$ cat src/rtl/bor_bist_pkg.sv
// -----------------------------------------------------------------------------
// bor_bist_pkg
// Shared definitions for the bitwise_or built-in self-test controller:
//   - state_e      : controller states (IDLE, DRIVE, SAMPLE, DONE)
//   - vec_width()  : width of the exhaustive vector index (two operands)
//   - err_width()  : width of the error counter; one bit wider than the
//                    vector index so a run where every vector fails fits.
// -----------------------------------------------------------------------------
package bor_bist_pkg;

    typedef enum logic [1:0] {
        ST_IDLE   = 2'd0,
        ST_DRIVE  = 2'd1,
        ST_SAMPLE = 2'd2,
        ST_DONE   = 2'd3
    } state_e;

    // Vector index covers both operands back to back.
    function automatic int vec_width(input int width);
        return 2 * width;
    endfunction

    // 2^(2W) failures need 2W+1 bits, so the counter never wraps.
    function automatic int err_width(input int width);
        return (2 * width) + 1;
    endfunction

endpackage

$ cat src/rtl/bor_bist.sv
// -----------------------------------------------------------------------------
// bor_bist
// Exhaustive self-test controller for a bitwise_or unit. Sweeps every operand
// pair, holds each pair SETTLE cycles, then compares the unit's result with
// in1 | in2. Counts mismatches, captures the first failing vector and reports
// a pass/fail verdict once the sweep completes.
//
// Ports:
//   clk        in   clock, all state updates on rising edge
//   rst        in   synchronous active-high reset
//   start      in   begin a run (honoured only in IDLE or DONE)
//   dut_in1    out  operand A to the unit (registered)
//   dut_in2    out  operand B to the unit (registered)
//   dut_out    in   result from the unit
//   busy       out  run in progress (DRIVE/SAMPLE)
//   done       out  run complete
//   pass       out  verdict, meaningful while done=1
//   err_count  out  mismatching vectors in current/last run
//   fail_in1/fail_in2/fail_out out  first mismatching vector and its result
// -----------------------------------------------------------------------------
module bor_bist
    import bor_bist_pkg::*;
#(
    parameter int WIDTH  = 4,
    parameter int SETTLE = 1
) (
    input  logic                 clk,
    input  logic                 rst,
    input  logic                 start,
    output logic [WIDTH-1:0]     dut_in1,
    output logic [WIDTH-1:0]     dut_in2,
    input  logic [WIDTH-1:0]     dut_out,
    output logic                 busy,
    output logic                 done,
    output logic                 pass,
    output logic [2*WIDTH:0]     err_count,
    output logic [WIDTH-1:0]     fail_in1,
    output logic [WIDTH-1:0]     fail_in2,
    output logic [WIDTH-1:0]     fail_out
);

    localparam int VW = vec_width(WIDTH);
    localparam int EW = err_width(WIDTH);
    localparam int CW = (SETTLE > 1) ? $clog2(SETTLE) : 1;

    localparam logic [VW-1:0]    VEC_ZERO   = {VW{1'b0}};
    localparam logic [VW-1:0]    VEC_ONE    = VW'(1);
    localparam logic [VW-1:0]    VEC_LAST   = {VW{1'b1}};
    localparam logic [EW-1:0]    ERR_ZERO   = {EW{1'b0}};
    localparam logic [EW-1:0]    ERR_ONE    = EW'(1);
    localparam logic [CW-1:0]    CNT_ZERO   = {CW{1'b0}};
    localparam logic [CW-1:0]    CNT_ONE    = CW'(1);
    localparam logic [CW-1:0]    CNT_LAST   = CW'(SETTLE - 1);
    localparam logic [WIDTH-1:0] OPND_ZERO  = {WIDTH{1'b0}};

    state_e           state_r;
    state_e           state_s;
    logic [VW-1:0]    vec_r;
    logic [CW-1:0]    settle_cnt_r;
    logic [EW-1:0]    err_count_r;
    logic [WIDTH-1:0] fail_in1_r;
    logic [WIDTH-1:0] fail_in2_r;
    logic [WIDTH-1:0] fail_out_r;
    logic             busy_r;
    logic             done_r;
    logic             pass_r;

    logic [WIDTH-1:0] opnd_a_s;
    logic [WIDTH-1:0] opnd_b_s;
    logic [WIDTH-1:0] expected_s;
    logic             mismatch_s;
    logic             settle_last_s;
    logic             vec_last_s;
    logic             launch_s;

    // Operands are slices of the vector register, so the unit sees flop outputs.
    assign opnd_a_s      = vec_r[VW-1:WIDTH];
    assign opnd_b_s      = vec_r[WIDTH-1:0];
    assign expected_s    = opnd_a_s | opnd_b_s;
    assign mismatch_s    = (dut_out != expected_s);
    assign settle_last_s = (settle_cnt_r == CNT_LAST);
    assign vec_last_s    = (vec_r == VEC_LAST);
    assign launch_s      = start && ((state_r == ST_IDLE) || (state_r == ST_DONE));

    // State register.
    always_ff @(posedge clk) begin
        if (rst) begin
            state_r <= ST_IDLE;
        end else begin
            state_r <= state_s;
        end
    end

    // Next-state decode.
    always_comb begin
        state_s = state_r;
        case (state_r)
            ST_IDLE: begin
                if (start) begin
                    state_s = ST_DRIVE;
                end else begin
                    state_s = ST_IDLE;
                end
            end
            ST_DRIVE: begin
                if (settle_last_s) begin
                    state_s = ST_SAMPLE;
                end else begin
                    state_s = ST_DRIVE;
                end
            end
            ST_SAMPLE: begin
                if (vec_last_s) begin
                    state_s = ST_DONE;
                end else begin
                    state_s = ST_DRIVE;
                end
            end
            ST_DONE: begin
                if (start) begin
                    state_s = ST_DRIVE;
                end else begin
                    state_s = ST_DONE;
                end
            end
            default: begin
                state_s = ST_IDLE;
            end
        endcase
    end

    // Datapath: vector sweep, settle timer, error bookkeeping and status flags.
    always_ff @(posedge clk) begin
        if (rst) begin
            vec_r        <= VEC_ZERO;
            settle_cnt_r <= CNT_ZERO;
            err_count_r  <= ERR_ZERO;
            fail_in1_r   <= OPND_ZERO;
            fail_in2_r   <= OPND_ZERO;
            fail_out_r   <= OPND_ZERO;
            busy_r       <= 1'b0;
            done_r       <= 1'b0;
            pass_r       <= 1'b0;
        end else begin
            // Flags follow the state being entered so they line up with it.
            busy_r <= (state_s == ST_DRIVE) || (state_s == ST_SAMPLE);
            done_r <= (state_s == ST_DONE);

            if (launch_s) begin
                vec_r        <= VEC_ZERO;
                settle_cnt_r <= CNT_ZERO;
                err_count_r  <= ERR_ZERO;
                fail_in1_r   <= OPND_ZERO;
                fail_in2_r   <= OPND_ZERO;
                fail_out_r   <= OPND_ZERO;
                pass_r       <= 1'b0;
            end else begin
                case (state_r)
                    ST_DRIVE: begin
                        if (settle_last_s) begin
                            settle_cnt_r <= CNT_ZERO;
                        end else begin
                            settle_cnt_r <= settle_cnt_r + CNT_ONE;
                        end
                    end
                    ST_SAMPLE: begin
                        if (mismatch_s) begin
                            err_count_r <= err_count_r + ERR_ONE;
                            // Only the first failure of the run is kept.
                            if (err_count_r == ERR_ZERO) begin
                                fail_in1_r <= opnd_a_s;
                                fail_in2_r <= opnd_b_s;
                                fail_out_r <= dut_out;
                            end
                        end
                        if (vec_last_s) begin
                            // Verdict includes the final vector's own result.
                            pass_r <= (err_count_r == ERR_ZERO) && !mismatch_s;
                        end else begin
                            vec_r <= vec_r + VEC_ONE;
                        end
                    end
                    default: begin
                        vec_r <= vec_r;
                    end
                endcase
            end
        end
    end

    assign dut_in1   = opnd_a_s;
    assign dut_in2   = opnd_b_s;
    assign busy      = busy_r;
    assign done      = done_r;
    assign pass      = pass_r;
    assign err_count = err_count_r;
    assign fail_in1  = fail_in1_r;
    assign fail_in2  = fail_in2_r;
    assign fail_out  = fail_out_r;

endmodule

$ cat config.mk
export PLATFORM = sky130hd
export DESIGN_NAME = bor_bist
export DESIGN_NICKNAME = d
export VERILOG_FILES = /design/src/rtl/bor_bist_pkg.sv /design/src/rtl/bor_bist.sv
export SDC_FILE = /design/constraint.sdc
export NUM_CORES = 1
export LEC_CHECK = 0
export CAP_MARGIN = 15
export CORE_MARGIN = 1
export CORE_UTILIZATION = 50
export CTS_BUF_LIST = sky130_fd_sc_hd__clkbuf_16
export CTS_CLUSTER_DIAMETER = 40
export DETAILED_ROUTE_END_ITERATION = 16
export GPL_ROUTABILITY_DRIVEN = 0
export GPL_TIMING_DRIVEN = 0
export PLACE_DENSITY = 0.89
export REMOVE_ABC_BUFFERS = 1
export SLEW_MARGIN = 20
export SYNTH_ARGS = -nofsm -noshare
export SYNTH_HDL_FRONTEND = slang
export SYNTH_SLANG_ARGS = --single-unit
$ cat constraint.sdc
create_clock -name clk -period 4.63 [get_ports clk]
set_input_delay 0.926 -clock clk [delete_from_list [all_inputs] [get_ports clk]]
set_output_delay 0.926 -clock clk [all_outputs]
set_load 0.01 [all_outputs]
==> flow_summary.yaml <==
clock_network:
  postCtsHoldBufs: 0
  cts_setup_buffers: 0
  cts_sinks: 34
  tritoncts: "yes"
  htreeDepth: 2
  ctsResizeCount: 0
  insertion_delay_ps: 270
  cts_buffers: 5
  clk_pin_slew_ps: 50
  cts_max_path_buffers: 2
  cts_root_buf: "clkbuf_16"
finish:
  final_util_pct: 71.9
  syn2layout_area_growth_pct: 32.0
  layout_common_cells: "nand2_1 (38), clkdlybuf4s50_1 (38), dfxtp_1 (34)"
  fin_nets: 251
  multi_input_area_um2: 981
  finish.instance_area_mm2: 0.00228
  fillers: 250
  drive_gt1_share_pct: 5.04
  regArea_um2: 681
  antennaDiodeCount: 0
logic_synthesis:
  async_reset_ff_share_pct: 0
  synth-seq-area-share_pct: 39.3
  syn_area_per_cell_um2: 8.57
  synth_edf_count: 0
  yosysUniqueCellTypes: 35
  syn_area_mm2: 0.00173
  synth-seq-cells: 34
  yosys.area.top_type: "dfxtp_1"
  synth_top_area_share_pct: 39.3
  ys.flop_type: "dfxtp_1"
  postSynthCellCount: 202
  synthTopCellsByArea: "dfxtp_1 (39%), mux2i_1 (12%), nand2_1 (8.2%)"
  ys_warn_count: 0
sta:
  fin_crit_sh_pct: 60.1
  timing.slew.headroom_pct: 37.4
  fin_crit_ps: 2780
  finalSetupViolations: 0
  slew_viol_final: 0
  fmaxAchievable_ghz: 0.359
  rsz0062_at_grt: "false"
  tightestPinTransition_ps: 938
  tns_ps: 0
  finalHoldViolCount: 0
  finClkSkew_ps: 1.40
  worst_slack_ps: 1850
floorplanning:
  pin_count: 39
  start_util_pct: 54.4
  row_count: 20
  die_h_um: 60.8
  fp.dieArea_mm2: 0.00370
  dieWidth_um: 60.8
  core_area_mm2: 0.00318
setup_path:
  crit_type: "input pin to register"
  cp.arrival_ps: 2900
  crit_chain: "clkdlybuf4s50_1 -> or3_1 -> a22oi_2 -> a21oi_2 -> mux2i_1"
  crit_path_max_incr_delay_ps: 510
  critPathLaunchType: "input pin"
  path_buf_inv: 1
  crit_slowest_cell: "a22oi_2"
  path_max_fanout: 13
  critPathCaptureType: "register"
  cp.required_ps: 4750
  critPathTopFamily: "compound AO/OA/AOI/OAI gates"
global_route:
  grt_pass1_vias: 1381
  grt.met3_usage_pct: 5.76
  gr-usage-met2_pct: 38.9
  grt_overflow_total: 0
  grt_pass1_wl_um: 6340
  grt_max_degree: 26
  globalRouteTotalUtil_pct: 23.6
  grt.busiest_layer: "met2"
  antenna_found_initial: 0
  use_met1_pct: 29.2
drt:
  ant_nets: 0
  wirelength_um: 3740
  drt_first_iter_violations: 81
  vias: 1563
  first_pass_iters: 4
  drc: 0
  viasPerCell: 5.54
  wl_per_cell_um: 13.2
power:
  p_sw_mw: 0.164
  powerDensity_mw_per_mm2: 303
  p_int_mw: 0.529
  p_clk_share_pct: 44.2
  pwr-share-seq_pct: 43.9
  total_power_mw: 0.693
  switching_share_pct: 23.6
  ir_drop_mv: 0.228
  p_leak_nw: 0.798
  p_comb_share_pct: 11.9
placed_design:
  dpl_cell_area_mm2: 0.00215
  dpl.hpwl_um: 2510
  portBuffers: 38
  pre_cts_ws_ps: 1610
hold_path:
  min_path_type: "register to register"
run_status:
  status: "finished, final reports clean"
flow_run:
  cap_violations: 0
synth_stat cells (all sizes together), types with 5 or more instances:
cell type,instances
o21ai,9
inv,6
nor2,9
nand2,38
ha,7
nand3,8
dfxtp,34
a21oi,11
mux2i,20
nand4,7
clkbuf,7
nand2b,6
or3,5
per-stage QoR:
step	std cells	hold slack, ps
2_1_floorplan	191	476
3_3_place_gp	273	442
3_5_place_dp	274	448
4_1_cts	282	458
5_1_grt	282	477
6_report	282	454
registers in the layout, indices dropped and copies added (netlist names):
name and cells:
err_count 9, vec_r 8, fail_in1 4, fail_in2 4
fail_out 4, state_r 2, busy 1, done 1
pass 1
worst reg2reg max path, stage by stage (launching register included):
cell and delay (ps):
dfxtp_1 330, inv_1 90, ha_1 560, nand3_1 170, a21oi_2 720, mux2i_1 270
layer usage:
metal / vias up / part of all wire [%]
li1: 781 / -
met1: 736 / 47
met2: 41 / 47
met3: 5 / 3.9
met4: 0 / 1.6
met5: - / 0
power groups by stage:
stage | registers (mW) | clock network, mW | logic [mW]
after floorplan | 0.311 | 0 | 0.0463
after global placement | 0.310 | 0 | 0.0727
after detailed placement | 0.310 | 0 | 0.0822
after CTS | 0.304 | 0.313 | 0.0828
after global routing | 0.305 | 0.323 | 0.0920
final | 0.304 | 0.306 | 0.0826
logic make-up after synthesis:
kind of cell / synth area share [%]
AND/OR/NAND/NOR: 24.6
AO/OA/AOI/OAI: 13.3
flip-flops: 39.3
multiplexers: 11.6
buffers and inverters: 4.63
adder cells (fa/ha/maj): 5.06
XOR/XNOR: 1.52
cell type report:
| type | instances | area share [%] |
|---|---|---|
| Multi-Input combinational cell | 151 | 42.9 |
| Sequential cell | 34 | 29.8 |
| Timing Repair Buffer | 39 | 17.9 |
| Clock buffer | 5 | 5.48 |
| Tap cell | 44 | 2.41 |
| Inverter | 6 | 0.986 |
| Clock inverter | 3 | 0.548 |
path summary, 6_finish.rpt:
path / start / end / slack, ps / cells after the start
worst min-delay path: fail_in2[0] / fail_in2[0] / 450 / 2
worst min register to register: fail_in2[0] / fail_in2[0] / 450 / 2
worst max register to register: state_r[0] / fail_in2[2] / 2410 / 5
worst max-delay path: dut_out[3] / fail_in2[2] / 1850 / 5
Note: power is estimated with default switching activity, not from simulation.
